### src/rtl/apb_master_n.sv
// APB requester bridging a single-cycle transfer request onto NUM_SLV decoded
// completers, with wait-state timeout and back-to-back chaining.
module apb_master_n #(
  parameter int unsigned NUM_SLV   = 4,
  parameter int unsigned DATA_W    = 32,
  parameter logic [31:0] BASE_ADDR = 32'h1000_0000,
  parameter int unsigned SPAN_BITS = 12,
  parameter int unsigned TIMEOUT   = 16
) (
  input  logic                      PCLK,
  input  logic                      PRESET,
  output logic [31:0]               PADDR,
  output logic [DATA_W-1:0]         PWDATA,
  output logic                      PWRITE,
  output logic                      PENABLE,
  output logic [DATA_W/8-1:0]       PSTRB,
  output logic [NUM_SLV-1:0]        PSEL,
  input  logic [NUM_SLV*DATA_W-1:0] PRDATA,
  input  logic [NUM_SLV-1:0]        PREADY,
  input  logic [NUM_SLV-1:0]        PSLVERR,
  input  logic                      transfer,
  input  logic                      write,
  input  logic [31:0]               addr,
  input  logic [DATA_W-1:0]         wdata,
  input  logic [DATA_W/8-1:0]       wstrb,
  output logic                      ready,
  output logic [DATA_W-1:0]         rdata,
  output logic                      err,
  output logic                      busy
);

  localparam int unsigned STRB_W  = DATA_W / 8;
  localparam int unsigned IDX_W   = (NUM_SLV > 1) ? $clog2(NUM_SLV) : 1;
  localparam int unsigned CNT_W   = $clog2(TIMEOUT + 1);
  localparam logic [32:0] WIN_END = {1'b0, BASE_ADDR} + (33'(NUM_SLV) << SPAN_BITS);

  localparam logic [1:0] IDLE   = 2'd0;
  localparam logic [1:0] SETUP  = 2'd1;
  localparam logic [1:0] ACCESS = 2'd2;

  logic [1:0]        state_q, state_d;
  logic [31:0]       paddr_q, paddr_d;
  logic [DATA_W-1:0] pwdata_q, pwdata_d;
  logic              pwrite_q, pwrite_d;
  logic [STRB_W-1:0] pstrb_q, pstrb_d;
  logic              hit_q, hit_d;
  logic [IDX_W-1:0]  idx_q, idx_d;
  logic [CNT_W-1:0]  wait_q, wait_d;

  logic              sel_ready, sel_err;
  logic [DATA_W-1:0] sel_rdata;
  logic [31:0]       offset_c;
  logic              hit_c, done, accept, timeout;

  // Mux the selected completer's response; unselected ones never contribute.
  always_comb begin
    sel_ready = 1'b0;
    sel_err   = 1'b0;
    sel_rdata = '0;
    PSEL      = '0;
    for (int i = 0; i < NUM_SLV; i++) begin
      if (hit_q && idx_q == IDX_W'(i)) begin
        sel_ready = PREADY[i];
        sel_err   = PSLVERR[i];
        sel_rdata = PRDATA[i*DATA_W +: DATA_W];
        PSEL[i]   = (state_q != IDLE);
      end
    end
  end

  assign offset_c = addr - BASE_ADDR;
  assign hit_c    = ({1'b0, addr} >= {1'b0, BASE_ADDR}) && ({1'b0, addr} < WIN_END);

  // An unmapped access has nobody to answer, so it completes in its first ACCESS cycle.
  assign timeout = (wait_q == CNT_W'(TIMEOUT - 1)) && !sel_ready;
  assign done    = (state_q == ACCESS) && (!hit_q || sel_ready || timeout);
  assign accept  = transfer && ((state_q == IDLE) || done);

  assign ready   = done;
  assign err     = done && (!hit_q || !sel_ready || sel_err);
  assign rdata   = (done && hit_q && sel_ready && !pwrite_q) ? sel_rdata : '0;
  assign busy    = (state_q != IDLE);
  assign PENABLE = (state_q == ACCESS);
  assign PWRITE  = pwrite_q && (state_q != IDLE);
  assign PADDR   = paddr_q;
  assign PWDATA  = pwdata_q;
  assign PSTRB   = pstrb_q;

  always_comb begin
    state_d  = state_q;
    paddr_d  = paddr_q;
    pwdata_d = pwdata_q;
    pwrite_d = pwrite_q;
    pstrb_d  = pstrb_q;
    hit_d    = hit_q;
    idx_d    = idx_q;
    wait_d   = wait_q;

    case (state_q)
      IDLE:    if (accept) state_d = SETUP;
      SETUP:   state_d = ACCESS;
      ACCESS:  if (accept) state_d = SETUP;
               else if (done) state_d = IDLE;
      default: state_d = IDLE;
    endcase

    if (state_q == SETUP) wait_d = '0;
    else if (state_q == ACCESS && !sel_ready && !done) wait_d = wait_q + CNT_W'(1);

    if (accept) begin
      paddr_d  = addr;
      pwdata_d = wdata;
      pwrite_d = write;
      pstrb_d  = write ? wstrb : '0;
      hit_d    = hit_c;
      idx_d    = IDX_W'(offset_c >> SPAN_BITS);
    end
  end

  always_ff @(posedge PCLK or posedge PRESET) begin
    if (PRESET) begin
      state_q  <= IDLE;
      paddr_q  <= '0;
      pwdata_q <= '0;
      pwrite_q <= 1'b0;
      pstrb_q  <= '0;
      hit_q    <= 1'b0;
      idx_q    <= '0;
      wait_q   <= '0;
    end else begin
      state_q  <= state_d;
      paddr_q  <= paddr_d;
      pwdata_q <= pwdata_d;
      pwrite_q <= pwrite_d;
      pstrb_q  <= pstrb_d;
      hit_q    <= hit_d;
      idx_q    <= idx_d;
      wait_q   <= wait_d;
    end
  end

endmodule

### config.mk
export PLATFORM = sky130hd
export DESIGN_NAME = apb_master_n
export DESIGN_NICKNAME = d
export VERILOG_FILES = /design/src/rtl/apb_master_n.sv
export SDC_FILE = /design/constraint.sdc
export NUM_CORES = 1
export LEC_CHECK = 0
export ABC_AREA = 0
export BUFFER_PORTS_ARGS = -buffer_cell sky130_fd_sc_hd__buf_2
export CAP_MARGIN = 5
export CORE_AREA = 2 2 122 124
export DETAILED_ROUTE_END_ITERATION = 8
export DIE_AREA = 0 0 124 126
export GPL_TIMING_DRIVEN = 0
export PLACE_DENSITY_LB_ADDON = 0.1
export RECOVER_POWER = 100
export SYNTH_ARGS = -nofsm -noshare
export SYNTH_HDL_FRONTEND = slang
export SYNTH_SLANG_ARGS = --single-unit
export TNS_END_PERCENT = 30
### constraint.sdc
create_clock -name PCLK -period 5.6 [get_ports PCLK]
set_clock_uncertainty 0.2 [all_clocks]
set_input_delay 0.56 -clock PCLK [delete_from_list [all_inputs] [get_ports PCLK]]
set_output_delay 0.56 -clock PCLK [all_outputs]
set_load 0.05 [all_outputs]
======== After elaboration in Yosys (flattened, before gate mapping) ========
Index checks and enable logic that the tools add are counted.
operators by class
  multiplexer cells ....................... 24
  reduce and logical (&&, ||, !) cells .... 29
  add/sub/neg operators ................... 2
  order comparisons ....................... 2
  eq/ne operators ......................... 8
operators with widths
  kind                                                                      count
  32-bit two-way mux                                                        5
  32-bit by 29-bit >= comparator with 1-bit output (second input constant)  1
  32-bit by 29-bit < comparator with 1-bit output (second input constant)   1
  1-bit logical AND                                                         15
  14-bit by 1-bit subtractor with 14-bit output (second input constant)     1
  1-bit two-way mux                                                         12
  5-bit two-way mux                                                         2
  2-bit equality test (second input constant)                               3
  2-bit two-way mux                                                         3
  2-bit case mux with 3 select lines                                        1
  5-bit by 1-bit adder with 5-bit output (second input constant)            1
  5-bit by 4-bit equality test with 1-bit output (second input constant)    1
  1-bit logical OR                                                          5
  2-bit by 1-bit equality test with 1-bit output (second input constant)    2
  1-bit zero test                                                           4
  2-bit zero test                                                           2
  4-bit two-way mux                                                         1
  2-bit nonzero test                                                        2
  3-bit by 1-bit != test with 1-bit output (second input constant)          1
  2-bit != test (second input constant)                                     1
  2-bit AND reduction                                                       1
word-level totals
  output and inout bits ................... 109
  flip-flop bits (word level) ............. 79
  word-level logic and storage cells ...... 73
  bits of input ports ..................... 208

======== Longest topological paths before layout ========
  depth after elaboration ................. 14
  gate-level depth with buffers ........... 9
  gate-level depth less buffers ........... 7

======== Worst setup path after synthesis ========
No wires, ideal clock.
  kind .................................... reg-to-output
  start ................................... register PADDR[13] (netlist name)
  end ..................................... output port rdata[0]
  data required time ...................... 4.840 ns
  data arrival time ....................... 2.756 ns
  stages on the path, launching flop included .. 7
  path buffers ............................ 2
  path slack .............................. 2.084 ns
  cells stage by stage .................... dfrtp_1 buf_6 mux2_4 mux2i_1 or4b_1 buf_2 nor3_1
RTL lines
  item           line  RTL
  end, declared  27    output logic [DATA_W-1:0] rdata,

======== Worst setup path after layout ========
  start ................................... register state_q[0]
  end ..................................... output port rdata[12]
between the ends
  longest elaborated chain between the ends .. 6
ends and longest elaborated chain
  item                            line  RTL
  start, declared                 41    logic [1:0] state_q, state_d;
  start signal, assigned          131   state_q <= state_d;
  2-bit equality test             76    assign done = (state_q == ACCESS) && (!hit_q || sel_ready || timeout);
  1-bit logical AND               76
  1-bit logical AND (3 in a row)  81    assign rdata = (done && hit_q && sel_ready && !pwrite_q) ? sel_rdata : '0;
  32-bit two-way mux              81
No other way between the ends.

==> metrics.yaml <==
grt:
  grt_max_degree: 52
  gr-usage-all-layers: 0.1879
  grt_pass1_vias: 4487
  overflow: 0
  grt_pass1_wl_mm: 22.80
  antenna_found_initial: 3
cts:
  cts_resized: 0
  h-tree-depth: 3
  cts_tree: "built"
  holdBufCountCts: 0
  clock_latency_ps: 330
  cts_sinks: 77
  cts_root_buf: "clkbuf_16"
  cts_buffer_depth: 2
  post_cts_buffers: 0
  cts_inserted_buffers: 9
  clkTransAtPathRegs_ps: 60
floorplan:
  num_rows: 44
  start_util: 0.3081
  die_h_um: 126
  boundaryPins: 317
  coreArea_sq_mm: 0.01431
  die_width_um: 124
  die_area_sq_mm: 0.01562
synthesis:
  synth-xor-area-share: 0
  synth_edf_count: 0
  synthAdderAreaFrac: 0.005674
  synth_seq_cells: 77
  synth-simple-area-share: 0.1867
  syn_inst: 382
  synth_cell_types: 46
  synth_top_family_by_area: "simple AND/OR/NAND/NOR gates"
  syn_area_sq_mm: 0.004410
  synthArstFlopShare: 1.000
  yosys_warnings: 0
  synth-compound-area-share: 0.1282
  muxShareOfSynthArea: 0.1852
  avgSynthCellArea_sq_um: 11.55
  synthFlopType: "dfrtp_1"
  synth_fp_nets: 592
  ys_seq_area_frac: 0.4369
sta:
  hold_viol_final: 0
  slew_violations: 0
  setup_viol_count_final: 0
  worst_hold_slack_ps: 245.3
  layout_min_cycle_time_ps: 3548
  setup_tns_ps: 0
  rsz0062_at_grt: "no"
  finalCritPeriodShare: 0.6336
  timing.slew.headroom: 0.1434
  worst_pin_slew_ps: 1278
  timing.fmax_mhz: 281.8
placed_design:
  gp_congestion: 0.8304
  dpl.hpwl_mm: 12.47
  place_inst: 883
  portBuffers: 316
power:
  peakVddDrop_v: 0.0001899
  total_power_uw: 1902
  power_density_mw_per_mm2: 299.1
  power_leakage_uw: 0.002737
worst_setup_path:
  worstSetupPathType: "register to output pin"
  critPathCaptureType: "output pin"
  crit_start: "state_q[0]$_DFFE_PP0P_"
  crit_required_ps: 4840
  reg2reg_depth: 8
  worstPathArrival_ps: 2790
  r2r-start: "wait_q[0]$_DFFE_PP0P_"
  startpoint_type: "register"
  crit_path_max_fanout: 10
finish:
  antenna_cells: 0
  post-route-util: 0.4442
  nets: 920
  layout-drive-gt1-share: 0.4070
  syn2layout_area_growth_pct: 44.17
  instances_no_fill: 899
hold_path:
  hold_depth: 2
  hold_path.class: "input port to register"
  hp-start: "wdata[22]"
routing:
  wl_per_cell_um: 17.14
  antenna_left: 0
  vias: 4342
  dr.pass1.iters: 4
  vias_per_cell: 4.830
  totalWireLength_mm: 15.41
  drt_iter0_drc: 148
  drc: 0
job:
  drv_cap: 0
status:
  status: "finished, final reports clean"
-- power by group --
| part | switching, uW | total (uW) | internal (uW) | leakage (uW) |
|---|---|---|---|---|
| registers | 39.1 | 670 | 631 | 0.000922 |
| clock network | 219 | 563 | 344 | 0.000138 |
| logic | 481 | 669 | 188 | 0.00168 |
-- through the flow --
step	setup WS, ps	cell area, sq um
5_1_grt	1946	6359
3_3_place_gp	1968	6222
6_report	2052	6359
4_1_cts	2256	6545
2_1_floorplan	2084	4410
3_5_place_dp	2628	6252
-- critical path: stages (launching register included) --
cell and delay [ps]:
dfrtp_1 350, buf_2 170, nand2b_1 290, or4b_1 540, buf_2 180, buf_8 180
nor3_4 180, clkbuf_1 560
-- logic make-up after synthesis --
group           count (synthesis)
mux                            71
compound gates                 81
simple gates                  109
buf+inv                        42
fa+ha+maj                       2
flops                          77
-- state kept, by name (all words and copies together) (netlist names) --
| name | cells |
|---|---|
| hit_q | 1 |
| wait_q | 5 |
| state_q | 2 |
| PWDATA | 32 |
| pwrite_q | 1 |
| PADDR | 32 |
| PSTRB | 4 |
-- layout make-up --
class	count	area (sq um)
buffer	34	175.2
clock buffer	10	229.0
clock inverter	6	63.81
fill	1493	7955
inverter	8	31.28
multi-input combinational	263	2230
sequential	77	1927
tap	184	230.2
timing repair buffer	317	1473
-- synthesized netlist by cell type, types with 2 or more instances --
library cell  instances  share of area
dfrtp_1              77           0.44
mux2_1               41           0.10
nor2b_1              32          0.045
o22ai_1              32          0.045
a211oi_1             30          0.051
mux2_2               26          0.066
nor3_2               19          0.043
clkbuf_1             18          0.015
buf_6                10          0.026
nor3_4               10          0.037
nand3_1               9          0.010
inv_1                 8         0.0068
nor2_1                8         0.0068
nand2_1               6         0.0051
o21ai_0               6         0.0068
nor3_1                5         0.0057
buf_2                 4         0.0045
nand2b_1              4         0.0057
nor4_1                3         0.0043
o211ai_1              3         0.0051
ha_1                  2         0.0057
mux2_4                2         0.0068
nor3b_1               2         0.0034
o311ai_0              2         0.0040
or4_1                 2         0.0034
-- cells in the final DEF, fill, tap and decap left out, drive strengths merged, types with 4 or more instances in the layout --
| master | n |
|---|---|
| a211oi | 30 |
| nor2b | 32 |
| clkbuf | 145 |
| nand2b | 4 |
| buf | 216 |
| nor2 | 8 |
| mux2 | 69 |
| o22ai | 32 |
| nand3 | 9 |
| dfrtp | 77 |
| nor3 | 34 |
| inv | 7 |
| nand2 | 6 |
| o21ai | 6 |
-- path summary, 6_finish.rpt --
check	endpoint	slack [ps]
max in group asynchronous	PWDATA[3]$_DFFE_PP0N_	4130
min in group asynchronous	PWDATA[27]$_DFFE_PP0N_	300
min	PWDATA[22]$_DFFE_PP0N_	250
max reg2reg	PADDR[12]$_DFFE_PP0N_	2610
max	rdata[12]	2050
min reg2reg	PADDR[27]$_DFFE_PP0N_	280
-- metal layers --
| layer | wire length, um | share of wire | vias up | global-route usage |
|---|---|---|---|---|
| li1 | - | - | 2093 | - |
| met1 | 5495 | 0.36 | 2041 | 0.1953 |
| met2 | 8100 | 0.53 | 192 | 0.3555 |
| met3 | 1625 | 0.11 | 14 | 0.06250 |
| met4 | 175 | 0.011 | 2 | 0.04891 |
| met5 | 8 | 0.00052 | - | 0 |
Power figures use the tool's default switching activity.
